[src/rtl/cmp_sort_pkg.sv]
// Shared definitions for the cmp_sort_ctrl bubble-sort controller.
// Holds the entry width, the FSM state encoding and the width helpers
// used to size index, count and statistics registers from N.
package cmp_sort_pkg;

   localparam int DATA_W = 2;

   typedef enum logic [1:0] {
      IDLE = 2'd0,
      SORT = 2'd1,
      FIN  = 2'd2
   } state_t;

   // Bits needed to address N entries (at least one bit).
   function automatic int idx_width(input int n);
      return (n <= 2) ? 1 : $clog2(n);
   endfunction

   // Bits needed to hold a fill count of 0..N.
   function automatic int cnt_width(input int n);
      return $clog2(n + 1);
   endfunction

   // Bits needed to hold the worst-case swap total N*(N-1)/2.
   function automatic int swap_width(input int n);
      return $clog2((n * (n - 1)) / 2 + 1);
   endfunction

endpackage

[src/rtl/cmp_sort_twobit_gt.sv]
// Two-bit unsigned greater-than comparator shared by the sort datapath.
module twobit_gt
   import cmp_sort_pkg::*;
(
   input  logic [DATA_W-1:0] a,
   input  logic [DATA_W-1:0] b,
   output logic              gt
);

   assign gt = (a > b);

endmodule

[src/rtl/cmp_sort_ctrl.sv]
// In-place bubble sort of N two-bit entries with load/start handshake.
// Optional feature: define CMP_SORT_STATS_EN to expose swap_count.
//
// state | meaning
// IDLE  | accept loads into buffer[count]; start accepted only when full
// SORT  | one compare (and possible swap) of buffer[i], buffer[i+1] per cycle
// FIN   | one-cycle done pulse, fill count cleared, buffer retained
module cmp_sort_ctrl
   import cmp_sort_pkg::*;
#(
   parameter int N = 4
) (
   input  logic                      clk,
   input  logic                      rst,
   input  logic                      load_valid,
   input  logic [DATA_W-1:0]         load_data,
   output logic                      load_ready,
   input  logic                      start,
   output logic                      busy,
   output logic                      done,
   input  logic [idx_width(N)-1:0]   rd_addr,
`ifdef CMP_SORT_STATS_EN
   output logic [swap_width(N)-1:0]  swap_count,
`endif
   output logic [DATA_W-1:0]         rd_data
);

   localparam int IDX_W = idx_width(N);
   localparam int CNT_W = cnt_width(N);
`ifdef CMP_SORT_STATS_EN
   localparam int SW_W  = swap_width(N);
`endif

   localparam logic [CNT_W-1:0] FULL      = CNT_W'(N);
   localparam logic [IDX_W-1:0] LAST_I    = IDX_W'(N - 2);
   localparam logic [IDX_W-1:0] LAST_PASS = IDX_W'(N - 2);

   state_t              state;
   logic [DATA_W-1:0]   mem [N];
   logic [CNT_W-1:0]    count;
   logic [IDX_W-1:0]    idx;
   logic [IDX_W-1:0]    idx_nxt;
   logic [IDX_W-1:0]    pass_idx;
   logic                swapped;
   logic [DATA_W-1:0]   cmp_a;
   logic [DATA_W-1:0]   cmp_b;
   logic                gt;
   logic                pass_swapped;

   assign idx_nxt      = idx + IDX_W'(1);
   assign cmp_a        = mem[idx];
   assign cmp_b        = mem[idx_nxt];
   assign pass_swapped = swapped | gt;

   twobit_gt u_gt (
      .a  (cmp_a),
      .b  (cmp_b),
      .gt (gt)
   );

   // Loads are only possible in IDLE while the buffer still has room.
   assign load_ready = (state == IDLE) && (count < FULL);

   // Out-of-range addresses (non-power-of-two N) read as zero.
   assign rd_data = (int'(rd_addr) < N) ? mem[rd_addr] : '0;

   // Controller FSM, buffer updates and registered busy/done.
   always_ff @(posedge clk) begin
      if (rst) begin
         state    <= IDLE;
         count    <= '0;
         idx      <= '0;
         pass_idx <= '0;
         swapped  <= 1'b0;
         busy     <= 1'b0;
         done     <= 1'b0;
         for (int k = 0; k < N; k++) mem[k] <= '0;
`ifdef CMP_SORT_STATS_EN
         swap_count <= '0;
`endif
      end else begin
         case (state)
            IDLE: begin
               done <= 1'b0;
               // A load wins over start; start is only honoured once full.
               if (load_valid && load_ready) begin
                  mem[count[IDX_W-1:0]] <= load_data;
                  count                 <= count + CNT_W'(1);
               end else if (start && (count == FULL)) begin
                  state    <= SORT;
                  busy     <= 1'b1;
                  idx      <= '0;
                  pass_idx <= '0;
                  swapped  <= 1'b0;
`ifdef CMP_SORT_STATS_EN
                  swap_count <= '0;
`endif
               end
            end
            SORT: begin
               // Strict greater-than keeps equal entries in place (stable).
               if (gt) begin
                  mem[idx]     <= cmp_b;
                  mem[idx_nxt] <= cmp_a;
`ifdef CMP_SORT_STATS_EN
                  swap_count <= swap_count + SW_W'(1);
`endif
               end
               if (idx == LAST_I) begin
                  if (!pass_swapped || (pass_idx == LAST_PASS)) begin
                     state <= FIN;
                     busy  <= 1'b0;
                     done  <= 1'b1;
                  end else begin
                     idx      <= '0;
                     pass_idx <= pass_idx + IDX_W'(1);
                     swapped  <= 1'b0;
                  end
               end else begin
                  idx     <= idx_nxt;
                  swapped <= pass_swapped;
               end
            end
            FIN: begin
               done  <= 1'b0;
               count <= '0;
               state <= IDLE;
            end
            default: begin
               state <= IDLE;
               busy  <= 1'b0;
               done  <= 1'b0;
            end
         endcase
      end
   end

endmodule

[config.mk]
export PLATFORM = sky130hd
export DESIGN_NAME = cmp_sort_ctrl
export DESIGN_NICKNAME = d
export VERILOG_FILES = /design/src/rtl/cmp_sort_pkg.sv /design/src/rtl/cmp_sort_twobit_gt.sv /design/src/rtl/cmp_sort_ctrl.sv
export SDC_FILE = /design/constraint.sdc
export NUM_CORES = 1
export LEC_CHECK = 0
export CORE_MARGIN = 1.5
export CORE_UTILIZATION = 61
export DETAILED_ROUTE_END_ITERATION = 12
export PLACE_DENSITY = 0.84
export SETUP_SLACK_MARGIN = 0.1
export SYNTH_ARGS = -nofsm -noshare
export SYNTH_HDL_FRONTEND = slang
export SYNTH_SLANG_ARGS = --single-unit
[constraint.sdc]
create_clock -name clk -period 4.8 [get_ports clk]
set_input_delay 0.96 -clock clk [delete_from_list [all_inputs] [get_ports clk]]
set_output_delay 0.96 -clock clk [all_outputs]
set_load 0.03 [all_outputs]
==> results.txt, run 1 <==
sky130_fd_sc_hd__dfxtp_1 takes more of the synthesized area than any other cell. The signal arrival time at the worst endpoint is 2.58 ns. The CTS H-tree depth is 1. The startpoint class of the critical path is an input pin. For this run, the slowest stage of the critical path takes 0.61 ns.

TritonCTS built the clock tree. The smallest hold slack is 0.491 ns. After the first detailed-routing iteration, the DRC count stood at 54. Along the worst path, the maximum fanout reaches 2.

The number of distinct library cell variants in the gate-level netlist after synthesis came out at 48. The insertion delay of the later-clocked pin in the worst-skew pair came out at 0.32 ns. Counting flops with a built-in enable in the synthesized netlist gives 8.

The cell count after synthesis is 144. The fmax is 283 MHz. Once layout is complete, the utilization of the core stands at 72.0%. The buffers plus inverters on the worst setup path came out at 2. The detailed-route via count came out at 1,189. The antenna violation net count after detailed routing came out at 0. The number of top-level pins is 13. The ratio of cells with drive above 1 in the final layout came out at 15.4%. The power per standard cell area came out at 222 mW/mm². Entering global routing, the biggest net connects 13 pins.

Yosys printed 0 warnings. The final critical path takes up 73.7% of the cycle. The number of optimization iterations in the first detailed-route pass came out at 4. A synthesized cell averages 10.3 µm². The count of state elements after synthesis came out at 22.

In the synthesized netlist the dominant register cell turns out to be sky130_fd_sc_hd__dfxtp_1. The worst-case IR drop observed on VDD is 0.187 mV. The final estimated routing congestion in global placement came out at 0.843. The pre-CTS setup slack came out at 1.26 ns. Setup repair after global routing left no endpoint under its margin. The global-route wire length before repair is 5260 µm.

The area growth from synthesis to layout is 9.64%. After detailed routing, the number of remaining DRC violations is 0. The number of hold-slack violations in the final timing report was 0. The critical register-to-register path startpoint is idx[0].

The flow ran to the end, and the final reports show no timing, DRC or antenna violations. The critical path crosses 3 cells after its start point. The critical register-to-register path endpoint is mem[2][0]. The leakage power total is 0.000593 µW. The buffers inserted during post-CTS setup optimization came out at 0. The number of antenna violations at the first check in global routing was 0. The total count of max-transition violations in the final report is 0. The tool flagged a number of max-cap violations equal to 0.

The via count of the first global-routing pass came out at 1,161. The sequential cell area fraction in the yosys report is 35.2%. The area of the core region is 0.00225 mm². The total half-perimeter wirelength after legalization and detailed placement is 2430 µm.

Summing every instance area after synthesis gives 0.00148 mm². The total congestion overflow after global routing is 0. The TritonCTS buffer count came out at 3.

The count of clock tree sinks is 22. In this run the worst hold path is classified as reg2reg. In the post-synthesis netlist, the biggest area contributors are sky130_fd_sc_hd__dfxtp_1 (19%), sky130_fd_sc_hd__edfxtp_1 (16%), sky130_fd_sc_hd__ha_1 (8.5%). No sink is reached through more buffers than the 2 on the longest clock path. After synthesis, the share of flip-flops with an asynchronous set or reset is 0%. The commonest cells after synthesis are sky130_fd_sc_hd__nand3_1 (16), sky130_fd_sc_hd__dfxtp_1 (14), sky130_fd_sc_hd__nand2_1 (13). The number of diodes added for antenna fixing came out at 0.

The quantity of hold-fixing buffers added after cts is 0. The total track usage came out at 26.7%. The final worst slack came out at 1.26 ns. The total of endpoints with negative setup slack in the final report is 0. The chip width came out at 52.3 µm. The die covers 0.00273 mm². In the post-synthesis netlist, the cell with the most instances is sky130_fd_sc_hd__nand3_1. The post-detailed-route wirelength per cell is 17.1 µm.

The vertical die dimension is 52.3 µm. Power comes to 360 µW. The starting density of the core is 65.6%. The dominant delay contributor by cell family on the critical path is buffers and inverters. The count of input and output buffers came out at 12.

After floorplanning, the core was divided into 17 placement rows. In this run the worst setup path terminates at rd_data[1]. Clock-pin slew was measured on the worst setup and hold paths at 0.12 ns. The logic depth of the worst register-to-register path came out at 10.

The worst setup path is captured at a primary output. The net count after synthesis is 162. By instance count, the cell type seen most on the critical path is sky130_fd_sc_hd__clkdlybuf4s50_1.

Using the TritonRoute via totals, the vias-per-cell ratio works out to 6.46. Traced cell by cell, the critical path runs through clkdlybuf4s50_1 -> mux4_2 -> clkdlybuf4s50_1. After synthesis, the largest area contributor takes up 18.9% of total cell area. The most critical setup path has its startpoint at rd_addr[0]. The net count of the finished layout is 175. At the pin with the least slew margin, the transition time is 0.636 ns. The quantity of gates resized following cts came out at 0. The register-to-register setup slack came out at 1.27 ns. The relative max-transition margin came out at 57.2%. The required time reported for the critical path endpoint came out at 3.84 ns. The worst-case clock skew came out at 0.00127 ns.

The worst setup path is of the in2out kind. The worst path needs 3.54 ns of the cycle, external delays included. The post-detailed-routing wire length is 3140 µm. The largest individual stage delay along the critical path comes from the cell sky130_fd_sc_hd__clkdlybuf4s50_1.

Setup total negative slack on the finished layout was measured at 0 ns. CTS placed an instance of sky130_fd_sc_hd__clkbuf_4 at the clock tree root.
## per-stage QoR
step,cells,cell area (µm²)
finish,184,1620
global route,184,1620
CTS,184,1620
detailed placement,180,1600
global placement,180,1600
floorplan,144,1480
## sequential cells by signal (all words and copies together), names as in the netlist, named ones only
| signal | count |
|---|---|
| busy | 1 |
| count | 3 |
| done | 1 |
| idx | 2 |
| mem | 8 |
| pass_idx | 2 |
| state | 2 |
| swapped | 1 |
## power by group
part / switching [µW] / internal (µW)
Combinational: 35.5 / 28.5
Sequential: 7.48 / 200
Clock: 58.5 / 30.5
Total: 102 / 259
## worst min path at each step
| stage | start | end | slack, ns | depth (start not counted) |
|---|---|---|---|---|
| after floorplan | pass_idx[1] | pass_idx[1] | 0.45 | 2 |
| after global placement | done | done | 0.45 | 1 |
| after global routing | done | done | 0.51 | 1 |
| after CTS | pass_idx[1] | pass_idx[1] | 0.49 | 2 |
| final | done | done | 0.49 | 1 |
| after detailed placement | done | done | 0.47 | 1 |
## cell usage in the layout (no fill, tap or decap), types with 2 or more instances in the layout
| cell | instances |
|---|---|
| sky130_fd_sc_hd__o211ai_1 | 2 |
| sky130_fd_sc_hd__nand3b_1 | 2 |
| sky130_fd_sc_hd__nand2_1 | 13 |
| sky130_fd_sc_hd__dfxtp_1 | 14 |
| sky130_fd_sc_hd__a21oi_1 | 8 |
| sky130_fd_sc_hd__mux4_2 | 5 |
| sky130_fd_sc_hd__mux2i_1 | 2 |
| sky130_fd_sc_hd__edfxtp_1 | 8 |
| sky130_fd_sc_hd__clkinv_1 | 2 |
| sky130_fd_sc_hd__clkbuf_4 | 3 |
| sky130_fd_sc_hd__nor2_1 | 7 |
| sky130_fd_sc_hd__and2_1 | 2 |
| sky130_fd_sc_hd__ha_1 | 10 |
| sky130_fd_sc_hd__nand3_1 | 16 |
| sky130_fd_sc_hd__clkdlybuf4s50_1 | 12 |
| sky130_fd_sc_hd__nor2b_1 | 2 |
| sky130_fd_sc_hd__o21ai_0 | 6 |
| sky130_fd_sc_hd__a32o_2 | 2 |
| sky130_fd_sc_hd__inv_1 | 11 |
## per-layer routing
metal  share of wire (%)  wire [µm]  GRT usage [%]  up-vias
li1                    -          -              -      570
met1                  45       1400           35.2      567
met2                  48       1500           44.1       45
met3                 6.0        189           3.43        7
met4                 1.7         53           10.7        0
met5                   0          0              0        -
## cell type report
cell class	count	area (µm²)
clock buffers	3	22.5
clock inverters	1	3.75
fillers	180	632
inverters	12	45.0
multi-input cells	106	876
flip-flops and latches	22	520
well taps	28	35.0
repair buffers	12	120
## logic make-up (layout without fill, tap and decap cells)
| family | after synthesis | count (layout) | share of synthesized area [%] |
|---|---|---|---|
| adders and majority gates | 10 | 10 | 8.45 |
| muxes | 9 | 9 | 10.7 |
| and+or+nand+nor | 51 | 51 | 20.1 |
| AOI/OAI and AO/OA | 35 | 35 | 19.3 |
| DFF | 22 | 22 | 35.2 |
| buffers and inverters | 16 | 28 | 5.66 |
| xor gates and xnor gates | 1 | 1 | 0.592 |
(Power assumes the default switching activity.)
==> run 2: changes to the inputs <==
--- a/config.mk
+++ b/config.mk
@@ -6,9 +6,9 @@
 export NUM_CORES = 1
 export LEC_CHECK = 0
 export CORE_MARGIN = 1.5
-export CORE_UTILIZATION = 61
+export CORE_UTILIZATION = 51
 export DETAILED_ROUTE_END_ITERATION = 12
-export PLACE_DENSITY = 0.84
+export PLACE_DENSITY = 0.75
 export SETUP_SLACK_MARGIN = 0.1
 export SYNTH_ARGS = -nofsm -noshare
 export SYNTH_HDL_FRONTEND = slang
==> constraint.sdc (replaced) <==
create_clock -name clk -period 3 [get_ports clk]
set_input_delay 0.6 -clock clk [delete_from_list [all_inputs] [get_ports clk]]
set_output_delay 0.6 -clock clk [all_outputs]
set_load 0.03 [all_outputs]
==> run 2 against run 1 <==
Net effect: combinational power up 73%; final cell count increased by 7.1%; worst hold slack got worse by 0.0055 ns; count of clock-buffer cells in the layout did not move; critical endpoint unchanged.
==> results.txt, run 2 (synthesis results as in run 1) <==
The required time reported for the critical path endpoint came out at 2.40 ns (-1.44 ns). The total track usage came out at 21.3% (-5.4 points). The transition at the pin with the smallest max-transition slack came out at 0.492 ns (-0.144 ns). For this run, the top clock speed supported by timing is 356 MHz.

The total of endpoints with negative setup slack in the final report is 0 (unchanged). The total congestion overflow after global routing came out at 0 (unchanged). The worst supply voltage drop on vdd is 0.276 mV (+48%). The via count of the first global-routing pass is 1,184 (+2.0%).

The proportion of total power due to net switching is 28.2% (+0.035 points). The power share of the clock group came out at 24.8% (about the same). The area of the core region came to 0.00276 mm² (+22%).

The time the final worst path needs with I/O delays and setup came out at 2.81 ns. The via density per instance came to 6.11 (-5.5%). The number of diodes added for antenna fixing is 0 (unchanged).

The total half-perimeter wirelength after legalization and detailed placement is 2490 µm (+2.5%). The total count of max-transition violations in the final report is 0 (unchanged). The number of optimization iterations in the first detailed-route pass is 4 (unchanged).

In this run the worst hold path is classified as reg2reg. The number of antenna violations at the first check in global routing came out at 0 (unchanged). Setup repair after global routing left no endpoint under its margin.

The TritonCTS buffer count is 3 (unchanged). The share of power burned in combinational logic came out at 18.9% (+1.1 points). The number of hold-slack violations in the final timing report came out at 0 (unchanged). The global-route wire length before repair came out at 5260 µm (-0.13%).

The logic depth of the worst register-to-register path came out at 10 (unchanged). The number of maximum-capacitance constraint violations is 0 (unchanged). The power per standard cell area came to 339 mW/mm² (+53%). The signal arrival time at the worst endpoint came out at 2.21 ns (-0.37 ns). STA classifies the critical path startpoint as an input pin. The switching power of the nets was 166 µW (+63%).

The most common cell after layout, fill and taps aside is sky130_fd_sc_hd__nand3_1. The count of clock tree sinks came to 22 (unchanged). The flow ran to the end, and the final reports show no timing, DRC or antenna violations.

The sequential share of power came to 56.2% (-1.3 points). The maximum number of pins on one net before global-route repair is 13 (unchanged). The insertion delay of the later-clocked pin in the worst-skew pair is 0.32 ns (about the same). In the layout the commonest cells are sky130_fd_sc_hd__nand3_1 (16), sky130_fd_sc_hd__nand2_1 (13), sky130_fd_sc_hd__dfxtp_1 (12), sky130_fd_sc_hd__clkdlybuf4s50_1 (12), sky130_fd_sc_hd__inv_1 (9). The register with the most flip-flops in the final layout is mem.

The largest registers in the layout are mem x8, count x3. The CTS tree is done. The maximum clock path buffer count came out at 2 (unchanged). The internal power contribution is 421 µW (+63%). The final estimated routing congestion in global placement was 0.824 (-2.3%). The CTS H-tree depth came to 1 (unchanged). The post-detailed-routing wire length came out at 3230 µm (+2.7%). The vertical die dimension is 56.9 µm (+8.8%). The number of top-level pins is 13 (unchanged). The detailed-route via count is 1,203 (+1.2%). The relative max-transition margin is 66.9% (+9.8 points).

The flip-flop count of the largest register, all copies and words added came out at 8 (unchanged). The antenna violation net count after detailed routing is 0 (unchanged). The share of the clock period used by the worst path came out at 93.7%. The area growth from synthesis to layout came out at 17.1%.

The CTS clock-pin slew for the worst setup and hold paths was 0.12 ns (about the same). The placed instance count came out at 192 (+6.7%). The starting density of the core came out at 53.7% (-12 points). The total DRC errors in the routed layout is 0 (unchanged).

The buffers inserted during post-CTS setup optimization is 0 (unchanged). The violation count after the first detailed-routing iteration is 51 (-5.6%). The tree is rooted in a sky130_fd_sc_hd__clkbuf_4. The count of cells along the worst hold path came out at 1 (unchanged). The leakage power total came out at 0.000651 µW (+9.7%).

The class of the most critical setup path is in2out. The count of input and output buffers was 12 (unchanged). The ratio of cells with drive above 1 in the final layout was 24.7% (+9.3 points). The largest fanout of any net on the critical path is 2 (unchanged).

The count of nets after finishing is 185 (+5.7%). The post-layout instance count excluding filler cells was 197 (+7.1%). The type of element capturing the critical path is a primary output. The placement row count came out at 19 (+2).

The chip width is 56.9 µm (+8.8%). The worst-case clock skew is 0.00553 ns (+0.00426 ns). The post-detailed-route wirelength per cell is 16.4 µm (-4.0%). The setup TNS is 0 ns (unchanged). The area of the die was 0.00323 mm² (+18%).
==> run 2: changes by cell type in the layout (fill, tap and decap cells not counted), sizes merged <==
cell / delta
buf: +10
==> run 2: final timing paths <==
path	from	to	slack, ns
worst max-delay path	rd_addr[0]	rd_data[1]	0.19
worst min-delay path	done	done	0.49
worst max register to register	idx[1]	mem[3][1]	0.22
worst min register to register	done	done	0.49
==> run 2: metal layers <==
layer | vias to the layer above | wire, µm | part of all wire, % | track usage, %
li1 | 586 | - | - | -
met3 | 7 | 127 | 3.9 | 2.76
met1 | 576 | 1460 | 45 | 27.5
met2 | 34 | 1560 | 48 | 33.6
met5 | - | 0 | 0 | 0
met4 | 0 | 86 | 2.7 | 13.3
==> run 2: power by group through the flow <==
stage / sequential, µW / combinational, µW / clock, µW
after floorplan: 333 / 72.5 / 0
after global placement: 335 / 104 / 0
after detailed placement: 337 / 106 / 0
after CTS: 330 / 107 / 148
after global routing: 331 / 121 / 162
final: 330 / 111 / 146
==> run 2: through the flow <==
stage | util (%) | instance area, µm² | hold slack, ns | total power, µW | setup slack [ns]
global placement | 61.1 | 1690 | 0.453 | 439 | 0.193
finish | 62.8 | 1730 | 0.486 | 587 | 0.190
detailed placement | 61.1 | 1690 | 0.459 | 443 | 0.159
CTS | 62.1 | 1710 | 0.484 | 585 | 0.144
floorplan | - | 1500 | 0.452 | 405 | 0.134
global route | 62.8 | 1730 | 0.504 | 614 | 0.131
==> run 2: repair_timing <==
action	CTS	global route
resized for setup	0	3
setup endpoints to repair	0	10
hold buffers	0	0
==> run 2: final cells by class <==
type,count,area (µm²)
Clock buffer,3,22.5
Sequential cell,22,523
Inverter,12,45.0
Fill cell,228,1020
Timing Repair Buffer,22,196
Multi-Input combinational cell,106,903
Clock inverter,1,3.75
Tap cell,31,38.8
==> run 2: worst max-delay path, cell delays in order <==
cell and delay [ns]:
sky130_fd_sc_hd__clkdlybuf4s50_1 0.51, sky130_fd_sc_hd__mux4_2 0.50, sky130_fd_sc_hd__clkdlybuf4s50_1 0.60
